===== config.mk =====
export PLATFORM = sky130hd
export DESIGN_NAME = button_click_decoder
export DESIGN_NICKNAME = d
export VERILOG_FILES = /design/src/rtl/button_click_decoder_pkg.sv /design/src/rtl/button_click_decoder_debouncer.sv /design/src/rtl/button_click_decoder.sv
export SDC_FILE = /design/constraint.sdc
export NUM_CORES = 1
export LEC_CHECK = 0
export ABC_AREA = 1
export BUFFER_PORTS_ARGS = -buffer_cell sky130_fd_sc_hd__buf_2
export CORE_UTILIZATION = 55
export CTS_CLUSTER_SIZE = 8
export DETAILED_ROUTE_END_ITERATION = 8
export PLACE_DENSITY = 0.69
export SYNTH_ARGS = -nofsm -noshare
export SYNTH_HDL_FRONTEND = slang
export SYNTH_SLANG_ARGS = --single-unit

===== constraint.sdc =====
create_clock -name i_clk -period 1.65 [get_ports i_clk]
set_input_delay 0.2475 -clock i_clk [delete_from_list [all_inputs] [get_ports i_clk]]
set_output_delay 0.2475 -clock i_clk [all_outputs]
set_load 0.05 [all_outputs]

===== src/rtl/button_click_decoder_pkg.sv =====
// button_click_decoder_pkg: shared FSM encoding, default timing and timer sizing
package button_click_decoder_pkg;
  typedef enum logic [2:0] {IDLE, PRESS1, LONG_HELD, GAP, PRESS2} state_t;
  localparam int DEF_DEBOUNCE_CYC = 16;
  localparam int DEF_LONG_CYC = 1000;
  localparam int DEF_GAP_CYC = 250;
  function automatic int timer_bits(input int a, input int b);
    return $clog2(a > b ? a : b) + 1;
  endfunction
endpackage


===== src/rtl/button_click_decoder_debouncer.sv =====
// button_debouncer: 2-flop synchronizer followed by a consecutive-stability debouncer
module button_debouncer import button_click_decoder_pkg::*; #(
  parameter int DEBOUNCE_CYC = DEF_DEBOUNCE_CYC
) (
  input  logic i_clk,
  input  logic i_rst_n,
  input  logic i_raw,
  output logic o_level
);
  localparam int CW = $clog2(DEBOUNCE_CYC + 1);
  logic s1, s2;
  logic [CW-1:0] cnt;
  // synchronize, then accept a new level only after DEBOUNCE_CYC mismatching cycles in a row
  always_ff @(posedge i_clk or negedge i_rst_n)
    if (!i_rst_n) begin
      s1 <= 1'b0;
      s2 <= 1'b0;
      cnt <= '0;
      o_level <= 1'b0;
    end else begin
      s1 <= i_raw;
      s2 <= s1;
      if (s2 == o_level) cnt <= '0;
      else if (cnt == CW'(DEBOUNCE_CYC - 1)) begin
        o_level <= s2;
        cnt <= '0;
      end else cnt <= cnt + 1'b1;
    end
endmodule


===== src/rtl/button_click_decoder.sv =====
// button_click_decoder: classifies debounced presses into single, double and long clicks
module button_click_decoder import button_click_decoder_pkg::*; #(
  parameter int DEBOUNCE_CYC = DEF_DEBOUNCE_CYC,
  parameter int LONG_CYC = DEF_LONG_CYC,
  parameter int GAP_CYC = DEF_GAP_CYC
) (
  input  logic i_clk,
  input  logic i_rst_n,
  input  logic i_push_button,
  output logic o_single,
  output logic o_double,
  output logic o_long,
  output logic o_busy
);
  localparam int TW = timer_bits(LONG_CYC, GAP_CYC);
  logic level, level_q, rise, fall;
  logic single_nxt, double_nxt, long_nxt;
  logic [TW-1:0] timer;
  state_t state, state_nxt;
  button_debouncer #(.DEBOUNCE_CYC(DEBOUNCE_CYC)) u_debouncer (
    .i_clk(i_clk),
    .i_rst_n(i_rst_n),
    .i_raw(i_push_button),
    .o_level(level)
  );
  assign rise = level & ~level_q;
  assign fall = ~level & level_q;
  // gesture classification; a pending gap expiry outranks a simultaneous new press
  always_comb begin
    state_nxt = state;
    single_nxt = 1'b0;
    double_nxt = 1'b0;
    long_nxt = 1'b0;
    unique case (state)
      IDLE: state_nxt = rise ? PRESS1 : IDLE;
      PRESS1:
        if (fall) state_nxt = GAP;
        else if (timer == TW'(LONG_CYC - 1)) begin
          state_nxt = LONG_HELD;
          long_nxt = 1'b1;
        end
      LONG_HELD: state_nxt = fall ? IDLE : LONG_HELD;
      GAP:
        if (timer == TW'(GAP_CYC - 1)) begin
          state_nxt = IDLE;
          single_nxt = 1'b1;
        end else if (rise) state_nxt = PRESS2;
      PRESS2:
        if (fall) begin
          state_nxt = IDLE;
          double_nxt = 1'b1;
        end
      default: state_nxt = IDLE;
    endcase
  end
  // state, saturating shared timer cleared on every transition, edge history and registered outputs
  always_ff @(posedge i_clk or negedge i_rst_n)
    if (!i_rst_n) begin
      state <= IDLE;
      timer <= '0;
      level_q <= 1'b0;
      o_single <= 1'b0;
      o_double <= 1'b0;
      o_long <= 1'b0;
      o_busy <= 1'b0;
    end else begin
      state <= state_nxt;
      timer <= (state_nxt != state) ? '0 : (&timer ? timer : timer + 1'b1);
      level_q <= level;
      o_single <= single_nxt;
      o_double <= double_nxt;
      o_long <= long_nxt;
      o_busy <= state_nxt != IDLE;
    end
endmodule

==> results of run 1 <==
[sequential cells by signal (all words and copies together), names as in the netlist]
register             cells
u_debouncer.s1           1
timer                   11
level_q                  1
o_busy                   1
o_single                 1
state                    3
u_debouncer.cnt          5
u_debouncer.s2           1
o_long                   1
u_debouncer.o_level      1
o_double                 1
[cell type report]
cell class	count	area (µm²)
clock buffers	3	22.5
clock inverters	1	7.51
well taps	28	35.0
multi-input cells	109	683
inverters	27	101
fillers	174	692
flip-flops and latches	27	676
repair buffers	12	80.1
[final timing paths]
check,cells past startpoint,slack [ps],endpoint,start
min in group asynchronous,2,420,u_debouncer.cnt[2],i_rst_n
worst min-delay path,0,380,u_debouncer.s2,u_debouncer.s1
worst max register to register,12,-40,timer[4],timer[1]
worst min register to register,0,380,u_debouncer.s2,u_debouncer.s1
worst max-delay path,12,-40,timer[4],timer[1]
max in group asynchronous,2,830,timer[2],i_rst_n
[placed cells by master, fill, tap and decap left out]
cell type	Yosys	final
sky130_fd_sc_hd__xnor2_1	1	1
sky130_fd_sc_hd__o21ai_0	9	9
sky130_fd_sc_hd__nand2_1	30	25
sky130_fd_sc_hd__inv_1	23	23
sky130_fd_sc_hd__and3_1	1	1
sky130_fd_sc_hd__dlygate4sd3_1	0	2
sky130_fd_sc_hd__nor2_1	14	14
sky130_fd_sc_hd__nand4_1	3	3
sky130_fd_sc_hd__mux2_2	1	1
sky130_fd_sc_hd__nor3_1	3	3
sky130_fd_sc_hd__ha_1	3	2
sky130_fd_sc_hd__nand3_1	10	10
sky130_fd_sc_hd__xor2_1	4	4
sky130_fd_sc_hd__buf_4	0	4
sky130_fd_sc_hd__nand2_4	0	4
sky130_fd_sc_hd__ha_2	0	1
sky130_fd_sc_hd__clkbuf_4	0	3
sky130_fd_sc_hd__nand2_2	3	5
sky130_fd_sc_hd__nor2_4	4	7
sky130_fd_sc_hd__dfrtp_1	27	27
sky130_fd_sc_hd__nor2_2	12	9
sky130_fd_sc_hd__a21oi_1	4	4
sky130_fd_sc_hd__inv_2	3	3
sky130_fd_sc_hd__clkinv_1	1	1
sky130_fd_sc_hd__buf_2	0	6
sky130_fd_sc_hd__o21bai_1	1	1
sky130_fd_sc_hd__nor4_1	1	1
sky130_fd_sc_hd__clkinvlp_4	0	1
sky130_fd_sc_hd__a21oi_2	1	1
sky130_fd_sc_hd__nand3_4	1	3
[power by group through the flow]
| stage | combinational (W) | clock, W | sequential [W] |
|---|---|---|---|
| after CTS | 0.000548 | 0.000301 | 0.000862 |
| after global routing | 0.000665 | 0.000332 | 0.000877 |
| after global placement | 0.000524 | 0 | 0.000872 |
| after detailed placement | 0.000539 | 0 | 0.000875 |
| after floorplan | 0.000441 | 0 | 0.000857 |
| final | 0.000590 | 0.000292 | 0.000865 |
[kinds of logic (layout without fill, tap and decap cells)]
| kind of cell | Yosys count | after routing | share of synthesized area [%] |
|---|---|---|---|
| buf+inv | 28 | 43 | 8.04 |
| simple gates | 84 | 85 | 31.3 |
| mux | 1 | 1 | 0.804 |
| fa+ha+maj | 3 | 3 | 2.68 |
| flops | 27 | 27 | 48.3 |
| xor+xnor | 5 | 5 | 3.13 |
| compound gates | 15 | 15 | 5.81 |
[timing repair]
item / 4_1_cts / 5_1_grt
hold buffers: 1 / 1
endpoints found under the setup margin: 11 / 11
gates cloned: 0 / 1
pin swaps: 0 / 12
buffers inserted: 0 / 3
hold endpoints to repair: 27 / 1
gates resized for setup: 1 / 14
[per-layer routing]
layer | up-vias | GRT usage (%) | routed length [µm]
li1 | 543 | - | -
met1 | 537 | 27.3 | 1140
met2 | 23 | 37.3 | 1400
met3 | 3 | 2.61 | 73
met4 | 0 | 7.89 | 20
met5 | - | 0 | 0
[cells in the mapped netlist]
master / n / area (µm²)
sky130_fd_sc_hd__a21oi_1: 4 / 20.0
sky130_fd_sc_hd__a21oi_2: 1 / 8.76
sky130_fd_sc_hd__and3_1: 1 / 6.26
sky130_fd_sc_hd__buf_6: 1 / 11.3
sky130_fd_sc_hd__clkinv_1: 1 / 3.75
sky130_fd_sc_hd__dfrtp_1: 27 / 676
sky130_fd_sc_hd__ha_1: 3 / 37.5
sky130_fd_sc_hd__inv_1: 23 / 86.3
sky130_fd_sc_hd__inv_2: 3 / 11.3
sky130_fd_sc_hd__mux2_2: 1 / 11.3
sky130_fd_sc_hd__nand2_1: 30 / 113
sky130_fd_sc_hd__nand2_2: 3 / 18.8
sky130_fd_sc_hd__nand3_1: 10 / 50.1
sky130_fd_sc_hd__nand3_2: 2 / 20.0
sky130_fd_sc_hd__nand3_4: 1 / 17.5
sky130_fd_sc_hd__nand4_1: 3 / 18.8
sky130_fd_sc_hd__nor2_1: 14 / 52.6
sky130_fd_sc_hd__nor2_2: 12 / 75.1
sky130_fd_sc_hd__nor2_4: 4 / 45.0
sky130_fd_sc_hd__nor3_1: 3 / 15.0
sky130_fd_sc_hd__nor4_1: 1 / 6.26
sky130_fd_sc_hd__o21ai_0: 9 / 45.0
sky130_fd_sc_hd__o21bai_1: 1 / 7.51
sky130_fd_sc_hd__xnor2_1: 1 / 8.76
sky130_fd_sc_hd__xor2_1: 4 / 35.0
[per-stage QoR]
step | cells | power [W] | hold WS (ps)
final | 207 | 0.00175 | 377
after global routing | 207 | 0.00187 | 391
after global placement | 197 | 0.00140 | 278
after detailed placement | 197 | 0.00141 | 290
after floorplan | 163 | 0.00130 | -48.1
after CTS | 202 | 0.00171 | 4.36
[critical path, stage by stage (launching register included)]
cell                      delay, ps
sky130_fd_sc_hd__dfrtp_1        440
sky130_fd_sc_hd__inv_1           80
sky130_fd_sc_hd__ha_2           170
sky130_fd_sc_hd__nand2_2         60
sky130_fd_sc_hd__nor2_4          90
sky130_fd_sc_hd__nand3_4        100
sky130_fd_sc_hd__nand2_4        100
sky130_fd_sc_hd__nand2_2         50
sky130_fd_sc_hd__nand2_2         60
sky130_fd_sc_hd__nand2_2         80
sky130_fd_sc_hd__nor2_4         180
sky130_fd_sc_hd__nand2_4        120
sky130_fd_sc_hd__nor2_2         110
==> impl_metrics.env, run 1 <==
export IMPL_fp_dieW_um=52.5
export IMPL_number_of_global_route_vias_before_repair=1054
export IMPL_core_um2=2300
export IMPL_cp_end_kind="register"
export IMPL_layout_worst_path_cycle_share_pct=102
export IMPL_finalHoldViolCount=0
export IMPL_cell_internal_pwr_w=0.00109
export IMPL_io_buffer_count=6
export IMPL_insertedDiodeCount=0
export IMPL_dp_hpwl_um=1780
export IMPL_switching_share_pct=37.5
export IMPL_power_density_nw_per_um2=1090
export IMPL_layout_drive_gt1_share_pct=26.8
export IMPL_wire_length_of_the_first_global_routing_pass_um=4410
export IMPL_power_switching_w=0.000655
export IMPL_worst_setup_path_start_kind="register"
export IMPL_avgRoutedWirePerCell_um=12.7
export IMPL_clkPwrFrac_pct=16.7
export IMPL_synth_fp_nets=169
export IMPL_cts_num_sinks=27
export IMPL_crit_fanout=6
export IMPL_setup_violations=6
export IMPL_route_antenna_remaining_nets=0
export IMPL_gp_congestion=0.928
export IMPL_slew_headroom_pct=61.0
export IMPL_htree_levels=1
export IMPL_seq_area_frac_synth_pct=48.3
export IMPL_drt_first_pass_iters=4
export IMPL_worst_setup_path_type="reg -> reg"
export IMPL_io_pins=7
export IMPL_cts_tree="built"
export IMPL_drt_initial_drc_count=15
export IMPL_tightestPinTransition_ps=584
export IMPL_final_design_area_no_fill_um2=1610
export IMPL_hold_path_class="reg -> reg"
export IMPL_ir_drop_v=0.000796
export IMPL_status="finished with violations"
export IMPL_setup_total_negative_slack_ps=-142
export IMPL_design_final_nets=186
export IMPL_detailroute_via_count=1106
export IMPL_area_growth_pct=14.7
export IMPL_power_leakage_nw=0.798
export IMPL_number_of_distinct_library_cells_after_synthesis=25
export IMPL_antenna_violations_before_repair=0
export IMPL_floorplan_initialDensity_pct=60.9
export IMPL_placement_rows=17
export IMPL_max_clock_path_buffers=2
export IMPL_dieArea_um2=2750
export IMPL_min_period_ps=1690
export IMPL_clkTransAtPathRegs_ps=150
export IMPL_yosysWarningCount=0
export IMPL_synth_area_um2=1400
export IMPL_data_required_critical_path_ps=1920
export IMPL_sequential_share_of_power_pct=49.5
export IMPL_viasPerCell=5.34
export IMPL_placed_cell_area_um2=1460
export IMPL_chipHeight_um=52.5
export IMPL_pwr_share_comb_pct=33.8
export IMPL_clock_buffer_count_from_cts=3
export IMPL_report_final_slew_viol_count=0
export IMPL_residual_drc=0
export IMPL_grt_setup_unrepaired="yes"
export IMPL_cap_violations=0
export IMPL_grt_max_degree=28
export IMPL_worst_slack_placed_ps=-50.7
export IMPL_failing_checks="setup timing"
export IMPL_postSynthRegisterBits=27
export IMPL_worst_slack_ps=-37.9
export IMPL_synthesized_instance_count=163
export IMPL_arrival_time_worst_endpoint_ps=1960
export IMPL_worstSkewPairLatency_ps=330
export IMPL_cts_root_buffer_cell="sky130_fd_sc_hd__clkbuf_4"
export IMPL_globalRouteTotalUtil_pct=21.6
export IMPL_final_routed_wirelength_across_all_metal_layers_um=2630
export IMPL_timing_fmax_mhz=592
export IMPL_utilization_pct=69.9
export IMPL_avgSynthCellArea_um2=8.59
export IMPL_timing_clock_skew_ps=12.6
export IMPL_gr_total_overflow=0
Note: power is estimated with default switching activity, not from simulation.
==> run 2: changes to the inputs <==
--- a/config.mk
+++ b/config.mk
@@ -11,6 +11,7 @@
 export CTS_CLUSTER_SIZE = 8
 export DETAILED_ROUTE_END_ITERATION = 8
 export PLACE_DENSITY = 0.69
+export REMOVE_ABC_BUFFERS = 1
 export SYNTH_ARGS = -nofsm -noshare
 export SYNTH_HDL_FRONTEND = slang
 export SYNTH_SLANG_ARGS = --single-unit
==> run 2 against run 1 <==
Effect of this change: the run now ends clean; design area rose by 1.9%; clock skew fell by 1.1 ps; die area did not move; combinational power rose by 17%; routed wire length rose by 2.6%; sequential power rose by 0.5%; via count fell by 0.27%; critical path depth did not move; global-route usage rose by 1.8 points; total power rose by 6.3%; worst setup slack improved by 49 ps; critical path type unchanged; critical endpoint is now timer[9]; largest cell class unchanged; highest routed layer unchanged.
==> impl_metrics.env, run 2 (same netlist as run 1, synthesis figures left out) <==
export IMPL_io_buffer_count=6
export IMPL_wire_length_of_the_first_global_routing_pass_um=4650
export IMPL_placement_rows=17
export IMPL_worst_setup_path_start_kind="register"
export IMPL_clkTransAtPathRegs_ps=150
export IMPL_cp_end_kind="register"
export IMPL_insertedDiodeCount=0
export IMPL_r2r_end="timer[9]"
export IMPL_timing_fmax_mhz=610
export IMPL_startpoint="timer[1]"
export IMPL_cts_num_sinks=27
export IMPL_residual_drc=0
export IMPL_arrival_time_worst_endpoint_ps=1910
export IMPL_htree_levels=1
export IMPL_floorplan_initialDensity_pct=60.9
export IMPL_reg2reg_from="timer[1]"
export IMPL_setup_violations=0
export IMPL_core_um2=2300
export IMPL_drt_initial_drc_count=17
export IMPL_layout_worst_path_cycle_share_pct=99.3
export IMPL_worstPathCellList="inv_1 > ha_1 > nand2_2 > nor2_4 > nand3_4 > nand2_2 > nand2_1 > nand2_1 > nand2_2 > nor2_4 > nand2_4 > nor2_2"
export IMPL_io_pins=7
export IMPL_number_of_global_route_vias_before_repair=1090
export IMPL_chipHeight_um=52.5
export IMPL_critical_path_most_common_cell="sky130_fd_sc_hd__nand2_2"
export IMPL_grt_setup_unrepaired="yes"
export IMPL_clock_buffer_count_from_cts=3
export IMPL_status="finished, final reports clean"
export IMPL_fillCellCount=177
export IMPL_design_final_nets=188
export IMPL_slew_headroom_pct=61.5
export IMPL_grt_max_degree=28
export IMPL_final_routed_wirelength_across_all_metal_layers_um=2690
export IMPL_worst_setup_path_type="reg -> reg"
export IMPL_antenna_violations_before_repair=0
export IMPL_power_density_nw_per_um2=1140
export IMPL_ir_drop_v=0.000891
export IMPL_crit_slowest_cell="sky130_fd_sc_hd__dfrtp_1"
export IMPL_cap_violations=0
export IMPL_report_final_slew_viol_count=0
export IMPL_mostFrequentLayoutCell="sky130_fd_sc_hd__dfrtp_1"
export IMPL_gp_congestion=0.961
export IMPL_viasPerCell=5.28
export IMPL_register_ranked_first_by_flip_flop_count="timer"
export IMPL_pwr_share_comb_pct=37.2
export IMPL_hold_path_class="in -> reg"
export IMPL_fp_dieW_um=52.5
export IMPL_power_leakage_nw=0.810
export IMPL_worst_slack_ps=11.6
export IMPL_drt_first_pass_iters=4
export IMPL_clkPwrFrac_pct=16.0
export IMPL_gr_total_overflow=0
export IMPL_worstSkewPairLatency_ps=340
export IMPL_dp_hpwl_um=1800
export IMPL_route_antenna_remaining_nets=0
export IMPL_largest_reg_flops=11
export IMPL_layout_common_cells="26 x sky130_fd_sc_hd__dfrtp_1, 25 x sky130_fd_sc_hd__nand2_1, 22 x sky130_fd_sc_hd__inv_1"
export IMPL_avgRoutedWirePerCell_um=12.9
export IMPL_worst_r2r_cell_count=12
export IMPL_area_growth_pct=16.9
export IMPL_tightestPinTransition_ps=577
export IMPL_cts_root_buffer_cell="sky130_fd_sc_hd__clkbuf_4"
export IMPL_cell_internal_pwr_w=0.00116
export IMPL_min_period_ps=1640
export IMPL_crit_fanout=6
export IMPL_globalRouteTotalUtil_pct=23.3
export IMPL_top_regs="timer (11), u_debouncer.cnt (5), state (3)"
export IMPL_setup_reg_to_reg_worst_slack_ps=10
export IMPL_cts_tree="built"
export IMPL_p_total_w=0.00186
export IMPL_timing_clock_skew_ps=11.6
export IMPL_critPathMaxStageDelay_ps=440
export IMPL_endpoint="timer[9]"
export IMPL_data_required_critical_path_ps=1920
export IMPL_worst_slack_placed_ps=-62.7
export IMPL_switching_share_pct=37.4
export IMPL_max_clock_path_buffers=2
export IMPL_sequential_share_of_power_pct=46.8
export IMPL_dieArea_um2=2750
export IMPL_layout_drive_gt1_share_pct=30.9
export IMPL_power_switching_w=0.000694
export IMPL_finalHoldViolCount=0
export IMPL_detailroute_via_count=1103
## run 2: power groups by stage
stage	Clock (W)	Combinational, W	Sequential [W]
global route	0.000321	0.000783	0.000884
finish	0.000297	0.000691	0.000869
detailed placement	0	0.000534	0.000880
global placement	0	0.000525	0.000873
floorplan	0	0.000438	0.000857
CTS	0.000294	0.000563	0.000863
## run 2: cell type report
type	instances	area [µm²]	area share [%]
tap	28	35.0	2.14
sequential	27	677	41.4
clock buffer	4	26.3	1.61
inverter	27	101	6.19
timing repair buffer	14	96.3	5.89
multi-input combinational	109	701	42.8
## run 2: how the worst min path moves through the flow
stage	cells past startpoint	start	end	slack, ps
floorplan	0	i_rst_n	level_q	-50
global placement	1	i_rst_n	u_debouncer.cnt[3]	280
detailed placement	1	i_rst_n	u_debouncer.cnt[3]	290
CTS	1	i_push_button	u_debouncer.s1	20
global route	1	i_push_button	u_debouncer.s1	10
finish	1	i_push_button	u_debouncer.s1	10
## run 2: metal layers
metal / global-route usage, % / vias to the layer above / wire [µm]
met4: 11.0 / 0 / 52
li1: - / 544 / -
met3: 3.19 / 5 / 85
met5: 0 / - / 0
met1: 27.6 / 527 / 1150
met2: 41.1 / 27 / 1410
## run 2: through the flow
stage | setup TNS [ps] | utilization [%] | cell area, µm² | hold slack (ps) | std cells
finish | 0 | 71.2 | 1640 | 13.6 | 209
global route | -1060 | 71.2 | 1640 | 10.2 | 209
CTS | 0 | 66.8 | 1530 | 15.3 | 205
detailed placement | -172 | 63.9 | 1470 | 286 | 198
global placement | 0 | 63.9 | 1470 | 280 | 198
floorplan | 0 | - | 1390 | -48.1 | 162
## run 2: worst max-delay path, delay by kind of cell, from the launching register on
family	cells	cell delay (ps)
buffers and inverters	1	60
flip-flops	1	440
adder cells (fa/ha/maj)	1	140
AND/OR/NAND/NOR	10	930
## run 2: repair_timing
| item | CTS | global route |
|---|---|---|
| pin swaps | 1 | 12 |
| resized for setup | 3 | 20 |
| setup buffers | 1 | 4 |
| gates cloned | 1 | 0 |
| hold buffers | 1 | 0 |
| hold endpoints to repair | 27 | 0 |
| setup endpoints to repair | 11 | 11 |
==> run 3: changes to the inputs <==
--- a/config.mk
+++ b/config.mk
@@ -6,12 +6,13 @@
 export NUM_CORES = 1
 export LEC_CHECK = 0
 export ABC_AREA = 1
-export BUFFER_PORTS_ARGS = -buffer_cell sky130_fd_sc_hd__buf_2
+export BUFFER_PORTS_ARGS = -buffer_cell sky130_fd_sc_hd__clkbuf_2
 export CORE_UTILIZATION = 55
 export CTS_CLUSTER_SIZE = 8
 export DETAILED_ROUTE_END_ITERATION = 8
 export PLACE_DENSITY = 0.69
 export REMOVE_ABC_BUFFERS = 1
+export SETUP_SLACK_MARGIN = 0.5
 export SYNTH_ARGS = -nofsm -noshare
 export SYNTH_HDL_FRONTEND = slang
 export SYNTH_SLANG_ARGS = --single-unit
==> run 3 against run 2 <==
Effect of this change: cell count grew 3.8%; register-to-register slack about the same; critical path depth unchanged; critical path type unchanged; critical endpoint is now timer[8]; largest power group unchanged; highest routed layer unchanged.
==> impl_metrics.env, run 3 (same netlist as run 1, synthesis figures left out) <==
export IMPL_status="finished, final reports clean"
export IMPL_gp_congestion=0.926
export IMPL_ir_drop_v=0.000889
export IMPL_residual_drc=0
export IMPL_slew_headroom_pct=57.1
export IMPL_p_total_w=0.00183
export IMPL_dieArea_um2=2750
export IMPL_switching_share_pct=37.4
export IMPL_use_met2_pct=44.1
export IMPL_arrival_time_worst_endpoint_ps=1920
export IMPL_io_buffer_count=6
export IMPL_register_ranked_first_by_flip_flop_count="timer"
export IMPL_io_pins=7
export IMPL_route_antenna_remaining_nets=0
export IMPL_largest_reg_flops=11
export IMPL_cts_num_sinks=27
export IMPL_layout_worst_path_cycle_share_pct=100
export IMPL_crit_fanout=6
export IMPL_drt_initial_drc_count=24
export IMPL_detailroute_via_count=1171
export IMPL_cell_internal_pwr_w=0.00114
export IMPL_min_period_ps=1650
export IMPL_tightestPinTransition_ps=644
export IMPL_met3_usage_pct=3.19
export IMPL_number_of_global_route_vias_before_repair=1166
export IMPL_antenna_violations_before_repair=0
export IMPL_clkTransAtPathRegs_ps=150
export IMPL_cts_root_buffer_cell="sky130_fd_sc_hd__clkbuf_4"
export IMPL_max_clock_path_buffers=2
export IMPL_data_required_critical_path_ps=1920
export IMPL_fp_dieW_um=52.5
export IMPL_worst_r2r_cell_count=12
export IMPL_cap_violations=0
export IMPL_sequential_share_of_power_pct=47.4
export IMPL_whs_endpoint="u_debouncer.s1"
export IMPL_power_switching_w=0.000684
export IMPL_area_growth_pct=26.2
export IMPL_worst_setup_path_start_kind="register"
export IMPL_globalRouteTotalUtil_pct=23.6
export IMPL_clkPwrFrac_pct=15.8
export IMPL_floorplan_initialDensity_pct=60.9
export IMPL_cp_end_kind="register"
export IMPL_placement_rows=17
export IMPL_hold_path_class="in -> reg"
export IMPL_pwr_share_comb_pct=36.7
export IMPL_clock_buffer_count_from_cts=3
export IMPL_utilization_pct=76.9
export IMPL_reg2reg_from="timer[1]"
export IMPL_layout_drive_gt1_share_pct=37.0
export IMPL_layout_common_cells="26 x sky130_fd_sc_hd__dfrtp_1, 23 x sky130_fd_sc_hd__inv_1, 21 x sky130_fd_sc_hd__nand2_1"
export IMPL_insertedDiodeCount=0
export IMPL_wire_length_of_the_first_global_routing_pass_um=4640
export IMPL_power_density_nw_per_um2=1040
export IMPL_finalHoldViolCount=0
export IMPL_worst_setup_path_type="reg -> reg"
export IMPL_hp_start="i_push_button"
export IMPL_timing_clock_skew_ps=8.76
export IMPL_worstSkewPairLatency_ps=330
export IMPL_globalRoute_busiestLayer="met2"
export IMPL_mostFrequentLayoutCell="sky130_fd_sc_hd__dfrtp_1"
export IMPL_grt_max_degree=28
export IMPL_cts_tree="built"
export IMPL_chipHeight_um=52.5
export IMPL_setup_reg_to_reg_worst_slack_ps=0.2
export IMPL_drt_first_pass_iters=4
export IMPL_core_um2=2300
export IMPL_report_final_slew_viol_count=0
export IMPL_whs_ps=23.7
export IMPL_r2r_end="timer[8]"
export IMPL_avgRoutedWirePerCell_um=14.2
export IMPL_timing_fmax_mhz=606
export IMPL_final_routed_wirelength_across_all_metal_layers_um=3090
export IMPL_htree_levels=1
export IMPL_dp_hpwl_um=1740
export IMPL_setup_violations=0
export IMPL_power_leakage_nw=0.860
export IMPL_grt_setup_unrepaired="yes"
export IMPL_gr_total_overflow=0
export IMPL_top_regs="timer (11), u_debouncer.cnt (5), state (3)"
export IMPL_viasPerCell=5.40
export IMPL_hold_path_cell_count=1
export IMPL_grt_met1_usage_pct=25.3
export IMPL_design_final_nets=196
## run 3: cell count changes in the layout (fill, tap and decap cells not counted), moves of 4 or more
| cell | before | now |
|---|---|---|
| sky130_fd_sc_hd__nor2_2 | 9 | 13 |
| sky130_fd_sc_hd__buf_6 | 1 | 5 |
| sky130_fd_sc_hd__nand2_1 | 25 | 21 |
| sky130_fd_sc_hd__buf_4 | 6 | 10 |
| sky130_fd_sc_hd__buf_2 | 6 | 0 |
| sky130_fd_sc_hd__buf_8 | 0 | 4 |
## run 3: how the worst max path moves through the flow
stage	from	to	slack, ps	cells past startpoint
after global routing	timer[1]	timer[8]	-90	12
after detailed placement	timer[1]	timer[5]	-70	11
final	timer[1]	timer[8]	0.2	12
after CTS	timer[0]	timer[8]	4	10
after global placement	timer[1]	timer[5]	30	11
after floorplan	timer[1]	timer[5]	130	11
## run 3: worst max-delay path, stage by stage, from the launching register on
cell and delay, ps:
sky130_fd_sc_hd__dfrtp_1 420, sky130_fd_sc_hd__inv_1 70, sky130_fd_sc_hd__ha_2 170, sky130_fd_sc_hd__nand2_2 60, sky130_fd_sc_hd__nor2_4 100, sky130_fd_sc_hd__nand3_4 100, sky130_fd_sc_hd__nand2_4 80, sky130_fd_sc_hd__nand2_2 50
sky130_fd_sc_hd__nand2_2 60, sky130_fd_sc_hd__nand2_2 80, sky130_fd_sc_hd__nor2_4 150, sky130_fd_sc_hd__nand2_4 130, sky130_fd_sc_hd__nor2_2 100
## run 3: final cells by class
type / instances / area [µm²]
multi-input cells: 109 / 714
flip-flops and latches: 27 / 677
fillers: 154 / 531
repair buffers: 22 / 211
inverters: 27 / 101
well taps: 28 / 35.0
clock buffers: 3 / 22.5
clock inverters: 1 / 5.00
## run 3: per-stage QoR
stage | setup slack (ps) | setup TNS (ps) | instance area [µm²] | cells
6_report | 0.200 | 0 | 1770 | 217
5_1_grt | -90.4 | -787 | 1770 | 217
4_1_cts | 3.53 | 0 | 1650 | 210
3_5_place_dp | -71.4 | -359 | 1470 | 198
3_3_place_gp | 29.4 | 0 | 1470 | 198
2_1_floorplan | 128 | 0 | 1390 | 162
## run 3: power groups by stage
stage | registers, W | clock network [W] | logic [W]
6_report | 0.000868 | 0.000290 | 0.000672
2_1_floorplan | 0.000857 | 0 | 0.000438
3_3_place_gp | 0.000873 | 0 | 0.000526
3_5_place_dp | 0.000876 | 0 | 0.000541
4_1_cts | 0.000860 | 0.000294 | 0.000607
5_1_grt | 0.000881 | 0.000319 | 0.000751
## run 3: layer usage
metal  wire, µm  up-vias
li1           -      565
met1       1290      572
met2       1650       25
met3         72        9
met4         79        0
met5          0        -
## run 3: what timing repair did
item | in CTS | in global routing
hold endpoints to repair | 27 | 0
hold buffers | 1 | 0
pin swaps | 9 | 10
gates cloned | 1 | 0
gates resized for setup | 23 | 22
buffers inserted | 6 | 7
setup endpoints to repair | 23 | 26
